## src/rtl/conv1d_mac_sched_pkg.sv

```systemverilog
//------------------------------------------------------------------------------
// Module  : conv1d_mac_sched_pkg
// Brief   : Shared data width and scheduler state encoding for conv1d controllers.
// Revision: 1.0 - initial release
//------------------------------------------------------------------------------
`default_nettype none

package conv1d_mac_sched_pkg;

    localparam int WIDTH_DATA = 8;
    localparam int PSUM_W     = 2 * WIDTH_DATA;

    typedef enum logic [2:0] {
        S_IDLE  = 3'd0,
        S_FETCH = 3'd1,
        S_ACC   = 3'd2,
        S_OUT   = 3'd3,
        S_FIN   = 3'd4
    } state_t;

endpackage

`default_nettype wire

```

## src/rtl/conv1d_addr_gen.sv

```systemverilog
//------------------------------------------------------------------------------
// Module  : conv1d_addr_gen
// Brief   : Output (n) and tap (k) counters with weight/feature read addresses.
// Revision: 1.0 - initial release
//------------------------------------------------------------------------------
`default_nettype none

module conv1d_addr_gen
    import conv1d_mac_sched_pkg::*;
#(
    parameter int KERNEL_LEN = 3,
    parameter int ADDR_W     = 8
) (
    input  logic              clk,
    input  logic              rst,
    input  logic              load,
    input  logic [ADDR_W-1:0] in_len,
    input  logic              k_inc,
    input  logic              next_out,
    input  logic              look_ahead,
    output logic [ADDR_W-1:0] w_addr,
    output logic [ADDR_W-1:0] f_addr,
    output logic [ADDR_W-1:0] n_idx,
    output logic              first_tap,
    output logic              last_tap,
    output logic              last_out
);

    localparam logic [ADDR_W-1:0] KL     = ADDR_W'(KERNEL_LEN);
    localparam logic [ADDR_W-1:0] K_LAST = ADDR_W'(KERNEL_LEN - 1);

    logic [ADDR_W-1:0] n;
    logic [ADDR_W-1:0] k;
    logic [ADDR_W-1:0] len;
    logic [ADDR_W-1:0] k_rd;

    always_ff @(posedge clk) begin
        if (rst) begin
            n   <= '0;
            k   <= '0;
            len <= '0;
        end else if (load) begin
            n   <= '0;
            k   <= '0;
            len <= in_len;
        end else if (next_out) begin
            n   <= n + 1'b1;
            k   <= '0;
        end else if (k_inc) begin
            k   <= k + 1'b1;
        end
    end

    // While accumulating tap k, the read for tap k+1 is already in flight.
    assign k_rd      = k + {{(ADDR_W-1){1'b0}}, look_ahead};
    assign w_addr    = k_rd;
    assign f_addr    = n + k_rd;
    assign n_idx     = n;
    assign first_tap = (k == '0);
    assign last_tap  = (k == K_LAST);
    assign last_out  = (n == len - KL);

endmodule

`default_nettype wire

```

## src/rtl/conv1d_mac_sched.sv

```systemverilog
//------------------------------------------------------------------------------
// Module  : conv1d_mac_sched
// Brief   : Schedules an external MAC for 1-D valid-mode correlation over SRAM
//           operands. Optional ReLU on the output stream via CONV1D_RELU_EN.
// Revision: 1.0 - initial release
//------------------------------------------------------------------------------
`default_nettype none

module conv1d_mac_sched
    import conv1d_mac_sched_pkg::*;
#(
    parameter int KERNEL_LEN = 3,
    parameter int ADDR_W     = 8
) (
    input  logic                  clk,
    input  logic                  rst,
    input  logic                  start,
    input  logic [ADDR_W-1:0]     cfg_in_len,
    output logic [ADDR_W-1:0]     w_addr,
    output logic [ADDR_W-1:0]     f_addr,
    output logic                  rd_en,
    input  logic [WIDTH_DATA-1:0] w_data,
    input  logic [WIDTH_DATA-1:0] f_data,
    output logic [WIDTH_DATA-1:0] mac_weight,
    output logic [WIDTH_DATA-1:0] mac_feature,
    output logic [PSUM_W-1:0]     mac_psum_in,
    input  logic [PSUM_W-1:0]     mac_psum_out,
    output logic                  out_valid,
    input  logic                  out_ready,
    output logic [PSUM_W-1:0]     out_data,
    output logic [ADDR_W-1:0]     out_idx,
    output logic                  busy,
    output logic                  done,
    output logic                  err
);

    localparam logic [ADDR_W-1:0] KL = ADDR_W'(KERNEL_LEN);

    state_t            state;
    state_t            state_nxt;
    logic [PSUM_W-1:0] acc;
    logic              load;
    logic              k_inc;
    logic              next_out;
    logic              look_ahead;
    logic              err_set;
    logic              first_tap;
    logic              last_tap;
    logic              last_out;

    conv1d_addr_gen #(
        .KERNEL_LEN (KERNEL_LEN),
        .ADDR_W     (ADDR_W)
    ) u_addr_gen (
        .clk        (clk),
        .rst        (rst),
        .load       (load),
        .in_len     (cfg_in_len),
        .k_inc      (k_inc),
        .next_out   (next_out),
        .look_ahead (look_ahead),
        .w_addr     (w_addr),
        .f_addr     (f_addr),
        .n_idx      (out_idx),
        .first_tap  (first_tap),
        .last_tap   (last_tap),
        .last_out   (last_out)
    );

    always_ff @(posedge clk) begin
        if (rst) begin
            state <= S_IDLE;
            acc   <= '0;
            err   <= 1'b0;
        end else begin
            state <= state_nxt;
            err   <= err_set;
            if (state == S_ACC) begin
                acc <= mac_psum_out;
            end
        end
    end

    always_comb begin
        state_nxt  = state;
        rd_en      = 1'b0;
        look_ahead = 1'b0;
        k_inc      = 1'b0;
        next_out   = 1'b0;
        load       = 1'b0;
        err_set    = 1'b0;
        unique case (state)
            S_IDLE: begin
                if (start) begin
                    if (cfg_in_len >= KL) begin
                        load      = 1'b1;
                        state_nxt = S_FETCH;
                    end else begin
                        err_set   = 1'b1;
                    end
                end
            end
            S_FETCH: begin
                rd_en     = 1'b1;
                state_nxt = S_ACC;
            end
            S_ACC: begin
                if (last_tap) begin
                    state_nxt  = S_OUT;
                end else begin
                    rd_en      = 1'b1;
                    look_ahead = 1'b1;
                    k_inc      = 1'b1;
                end
            end
            S_OUT: begin
                if (out_ready) begin
                    if (last_out) begin
                        state_nxt = S_FIN;
                    end else begin
                        next_out  = 1'b1;
                        state_nxt = S_FETCH;
                    end
                end
            end
            S_FIN: begin
                state_nxt = S_IDLE;
            end
            default: begin
                state_nxt = S_IDLE;
            end
        endcase
    end

    assign mac_weight  = w_data;
    assign mac_feature = f_data;
    assign mac_psum_in = ((state == S_ACC) && !first_tap) ? acc : '0;
    assign out_valid   = (state == S_OUT);
    assign busy        = (state != S_IDLE);
    assign done        = (state == S_FIN);

`ifdef CONV1D_RELU_EN
    // Clamp only the streamed value; the accumulator keeps its signed result.
    assign out_data = acc[PSUM_W-1] ? '0 : acc;
`else
    assign out_data = acc;
`endif

endmodule

`default_nettype wire

```

## config.mk

```make
export PLATFORM = sky130hd
export DESIGN_NAME = conv1d_mac_sched
export DESIGN_NICKNAME = d
export VERILOG_FILES = /design/src/rtl/conv1d_mac_sched_pkg.sv /design/src/rtl/conv1d_addr_gen.sv /design/src/rtl/conv1d_mac_sched.sv
export SDC_FILE = /design/constraint.sdc
export NUM_CORES = 1
export LEC_CHECK = 0
export CAP_MARGIN = 5
export CORE_MARGIN = 2
export CORE_UTILIZATION = 42
export CTS_CLUSTER_SIZE = 28
export DETAILED_ROUTE_END_ITERATION = 6
export PLACE_DENSITY_LB_ADDON = 0.05
export SKIP_CTS_REPAIR_TIMING = 1
export SLEW_MARGIN = 15
export SYNTH_ARGS = -nofsm -noshare
export SYNTH_HDL_FRONTEND = slang
export SYNTH_SLANG_ARGS = --single-unit
```

## constraint.sdc

```tcl
create_clock -name clk -period 5.3 [get_ports clk]
set_input_delay 1.06 -clock clk [delete_from_list [all_inputs] [get_ports clk]]
set_output_delay 1.06 -clock clk [all_outputs]
set_load 0.05 [all_outputs]
```

Yosys cells after proc, flatten, opt, wreduce, memory -nomap -nowiden
Cells that the tools add are included.
Storage, ports and cells
  memories kept: 0
  word-level logic and storage cells: 50
  bits in latches: 0
  RAM bits: 0
  input bits: 44
  bits in read-only memories: 0
  register bits: 44
Operators by class
  add/sub/neg operators: 5
  div/mod/pow operators: 0
  multipliers: 0
  muxes and demuxes: 17
  equal/unequal tests: 10
  order comparisons: 1
  shifts and indexed selects: 0
  reductions and logical operators: 9
  bitwise operators: 2
Operators by type and width (count)
  $add 8x1->8 const B: 2
  $mux 16: 1
  $mux 3: 5
  $pmux 3 s4: 1
  $mux 1: 9
  $add 8x1->8: 1
  $add 8x8->8: 1
  $eq 8x2->1 const B: 1
  $eq 8x8->1: 1
  $ge 8x2->1 const B: 1
  $logic_not 8->1: 1
  $sub 8x2->8 const B: 1
  $eq 3x2->1 const B: 2
  $ne 2x2->1 const B: 3
  $reduce_or 3->1: 2
  $reduce_and 4->1: 1
  $eq 3x1->1 const B: 1
  $eq 3x3->1 const B: 1
  $logic_not 3->1: 1
  $reduce_bool 3->1: 1
  $ne 2x1->1 const B: 1
  $not 1->1: 2
  $pmux 1 s2: 1
  $reduce_or 2->1: 1
  2 further kinds: 2

Longest topological paths before layout
Gate-level depths: netlist (run 1).
  depth after elaboration: 6
  depth in mapped cells: 14
  depth with buffers taken out: 13

Hierarchy
Synthesis (run 1) repeated with hierarchy kept, for this count alone.
Unflattened totals
  cells, all modules: 340
  area, all modules: 2778.9 um2
Modules (own cells, without submodules)
  conv1d_addr_gen: cells an instance 199, seq. area each 480.5 um2, instances 1, area each 1687.9 um2
  conv1d_mac_sched: cells an instance 141, seq. area each 400.4 um2, instances 1, area each 1091.0 um2

Least setup slack after synthesis (run 1)
OpenSTA, ideal clock, no wires.
  path kind: register -> output
  from: register state[1]
  to: output port f_addr[7]
  cell stages (with the launch flop): 14
  setup slack: -0.352 ns
  arrival: 4.592 ns
  buffers on the path: 2
  required time: 4.240 ns
  cells stage by stage: dfxtp_1 -> clkbuf_1 -> or3b_2 -> clkbuf_1 -> a31oi_2 -> ha_1 -> ha_1 -> xor2_1 -> ha_1 -> a21oi_1 -> o21bai_1 -> a21oi_1 -> o21ai_0 -> xnor2_1
On the way
  longest elaborated chain between the ends: 4
Ends and longest elaborated chain
  from (decl): RTL line conv1d_mac_sched.sv:39  | state_t state;
  from (signal assigned): RTL line conv1d_mac_sched.sv:76  | state <= state_nxt;
  $eq 3x2->1: RTL line conv1d_mac_sched.sv:92  | unique case (state)
  $mux 1: RTL line conv1d_mac_sched.sv:92
  $add 8x1->8: RTL line conv1d_addr_gen.sv:55  | assign k_rd = k + {{(ADDR_W-1){1'b0}}, look_ahead};
  net w_addr[2]: RTL line conv1d_mac_sched.sv:19  | output logic [ADDR_W-1:0] w_addr,
  $add 8x8->8: RTL line conv1d_addr_gen.sv:57  | assign f_addr = n + k_rd;
  to (decl): RTL line conv1d_mac_sched.sv:20  | output logic [ADDR_W-1:0] f_addr,
The timed path passes the listed nets, and every way through them passes these cells.

Final worst setup path (run 1)
  from: register state[1]
  to: output port f_addr[4]
On the way
  longest elaborated chain between the ends: 4
Ends and longest elaborated chain (RTL line)
  $eq 3x2->1: conv1d_mac_sched.sv:92
  $mux 1: conv1d_mac_sched.sv:92
  $add 8x1->8: conv1d_addr_gen.sv:55
  $add 8x8->8: conv1d_addr_gen.sv:57
Every way passes these cells.

==> results of run 1 <==
==> metrics by stage <==
step | power (uW) | std cells
after detailed placement | 629 | 467
after floorplan | 578 | 333
after global placement | 627 | 467
after global routing | 863 | 474
final | 820 | 474
after CTS | 828 | 474
==> kinds of logic (layout without fill, tap and decap cells) <==
family	after synthesis	in the layout
and+or+nand+nor	130	130
AOI/OAI and AO/OA	61	61
DFF	44	44
muxes	8	8
adders and majority gates	15	15
xor gates and xnor gates	30	30
buffers and inverters	45	109
==> critical path: cells and delay by family (launching register included) <==
| kind | cells | cell delay, ns |
|---|---|---|
| AOI/OAI and AO/OA | 3 | 0.50 |
| xor gates and xnor gates | 1 | 0.16 |
| adders and majority gates | 3 | 0.81 |
| buffers and inverters | 3 | 0.95 |
| DFF | 1 | 0.46 |
| and+or+nand+nor | 1 | 0.69 |
==> placed cells by master (no fill, tap or decap), types with 4 or more instances in the layout <==
cell	n
o31ai_1	5
dfxtp_1	44
nand2_1	45
nor4_1	4
ha_1	14
clkdlybuf4s50_1	85
nor2_1	27
a21oi_1	33
xor2_1	11
nand4_1	5
mux2i_1	8
nand3_1	6
and2_1	17
or3_1	4
buf_4	6
xnor2_1	16
clkbuf_8	5
or4_1	4
inv_1	10
==> path summary, 6_finish.rpt <==
check	cells past startpoint	endpoint	slack (ns)	from
worst max-delay path	11	f_addr[4]	0.37	state[1]
worst min-delay path	2	out_data[12]	0.46	out_data[12]
worst max register to register	5	u_addr_gen.k[7]	2.65	u_addr_gen.len[2]
worst min register to register	2	out_data[12]	0.46	out_data[12]
==> synthesized netlist by cell type (3+ instances only) <==
cell,number
nor2_1,27
a21oi_1,33
xnor2_1,18
nor4_1,4
or3_1,4
buf_4,16
ha_1,14
inv_1,10
clkbuf_1,15
nand4_1,5
dfxtp_1,44
a21o_1,3
o21ai_1,3
xor2_1,12
o31ai_1,5
nand3_1,6
mux2i_1,8
and2_1,17
nor3b_1,4
or4_1,4
nand2_1,45
==> routing by layer <==
metal | global-route usage | wire length, um | vias up | share of wire
met5 | 0 | 0 | - | 0
met4 | 0.0491 | 104 | 0 | 0.016
met3 | 0.0551 | 466 | 11 | 0.071
met2 | 0.291 | 2840 | 75 | 0.43
met1 | 0.259 | 3130 | 1155 | 0.48
li1 | - | - | 1245 | -
==> area by class of cell <==
class | instances | area, sq um | area share
multi-input cells | 244 | 1640 | 0.450
inverters | 10 | 37.5 | 0.0103
well taps | 77 | 96.3 | 0.0264
clock inverters | 1 | 5.00 | 0.00137
repair buffers | 92 | 916 | 0.251
flip-flops and latches | 44 | 881 | 0.241
clock buffers | 6 | 72.6 | 0.0199
==> power by group <==
group          switching, uW  internal, uW  total, uW
combinational            147           101        248
clock                    109          89.7        199
sequential              23.3           350        373
total                    280           540        820
==> flip-flops by register name, indices dropped and copies added, names as in the netlist <==
register and count:
err 1, u_addr_gen.len 8, state 3, u_addr_gen.k 8
out_data 16, u_addr_gen.n_idx 8
==> flow_summary.json, run 1 <==
{
  "ys_async_sr_fraction": 0,
  "grt_max_degree": 30,
  "cts_buffers": 5,
  "drv_slew": 0,
  "fmax_mhz": 203,
  "worstPathMaxFanout": 18,
  "critical_path.max_stage_delay_ns": 0.81,
  "placed_cell_area_sq_um": 3570,
  "synth-simple-area-share": 0.246,
  "first_pass_iters": 4,
  "grt_pass1_vias": 2378,
  "startpoint_type": "flop",
  "postRouteAntennaNets": 0,
  "cp.required_ns": 4.24,
  "synth-edff-count": 0,
  "drive_gt1_frac": 0.0705,
  "start_util": 0.433,
  "synth.area.mux_share": 0.0293,
  "hold_class": "reg2reg",
  "drc_errors": 0,
  "synth_top_family_by_area": "simple AND/OR/NAND/NOR gates",
  "clk_pin_slew_ns": 0.08,
  "max_slew_margin": 0.516,
  "wire_per_inst_um": 13.8,
  "h-tree-depth": 2,
  "path_class": "reg2out",
  "dieHeight_um": 84.7,
  "die-area_sq_um": 7170,
  "status": "completed",
  "fin_hold_ws_ns": 0.465,
  "p_per_area_nw_per_um2": 225,
  "final_net_count": 456,
  "peakVddDrop_mv": 0.126,
  "vias": 2486,
  "grt_use_total": 0.189,
  "syn-cell-area_sq_um": 2730,
  "gp_congestion": 0.782,
  "clk_latency_ns": 0.30,
  "fin_util": 0.578,
  "synthCells": 333,
  "core_area_sq_um": 6310,
  "num_rows": 29,
  "rsz0062_at_grt": "no",
  "cts.sinks": 44,
  "cp_data_arrival_time_ns": 3.87,
  "dieWidth_um": 84.7,
  "fin_crit_sh": 0.930,
  "synth-seq-cells": 44,
  "cts_tree": "done",
  "overflow": 0,
  "max-cap-violations": 0,
  "worst_slew_pin_slew_ns": 0.726,
  "synth.distinct_cells": 52,
  "seq_area_frac_synth": 0.322,
  "hold_viol_final": 0,
  "p_leak_uw": 0.00140,
  "synth-compound-area-share": 0.146,
  "root_buffer": "clkbuf_8",
  "top_level_ports": 121,
  "fin_tns_setup_ns": 0,
  "place_ws_ns": 0.710,
  "via_per_inst": 5.24,
  "setup_ws_ns": 0.373,
  "setup_viol": 0,
  "synthesis.nets": 392,
  "synth_xor_area_frac": 0.0961,
  "drt-initial-drc-count": 88,
  "clockBufferDepth": 2,
  "critPathCaptureType": "output pin",
  "diodes": 0,
  "cp_slowest_cell": "clkdlybuf4s50_1",
  "yosysTopAreaCell": "dfxtp_1",
  "yosysWarnings": 0,
  "syn_avg_cell_area_sq_um": 8.21,
  "synth_top_area_frac": 0.322,
  "routed_wl_um": 6540,
  "antenna_found_initial": 0,
  "ys_top_cells_by_area": "dfxtp_1 32%, ha_1 6.4%, nand2_1 6.2%, a21oi_1 6.0%, xnor2_1 5.8%",
  "synth-adder-area-share": 0.0714,
  "area_growth_pct": 33.5,
  "hpwl_um": 4930,
  "path_cells": "or3b_2 -> a31oi_2 -> ha_1 -> ha_1 -> inv_1 -> fa_1 -> inv_1 -> a21oi_1 -> o21bai_1 -> xor2_1 -> clkdlybuf4s50_1",
  "fin_skew_ns": 0.00474,
  "fillers": 585,
  "fin_crit_ns": 4.93,
  "grt_pass1_wl_um": 11100,
  "io_buffers": 88,
  "synth_flop_cell": "dfxtp_1",
  "stdcell_area_sq_um": 3650
}
Note: power is estimated with default switching activity, not from simulation.
==> run 2, diff against run 1 <==
- CTS_CLUSTER_SIZE: 28 -> 10
==> results of run 2 <==
Final layout, timing and power as in run 1 (identical DEF).
==> run 3, diff against run 2 <==
- HOLD_SLACK_MARGIN: default -> 0.03
==> results of run 3 <==
Final layout, timing and power as in run 1 (identical DEF).
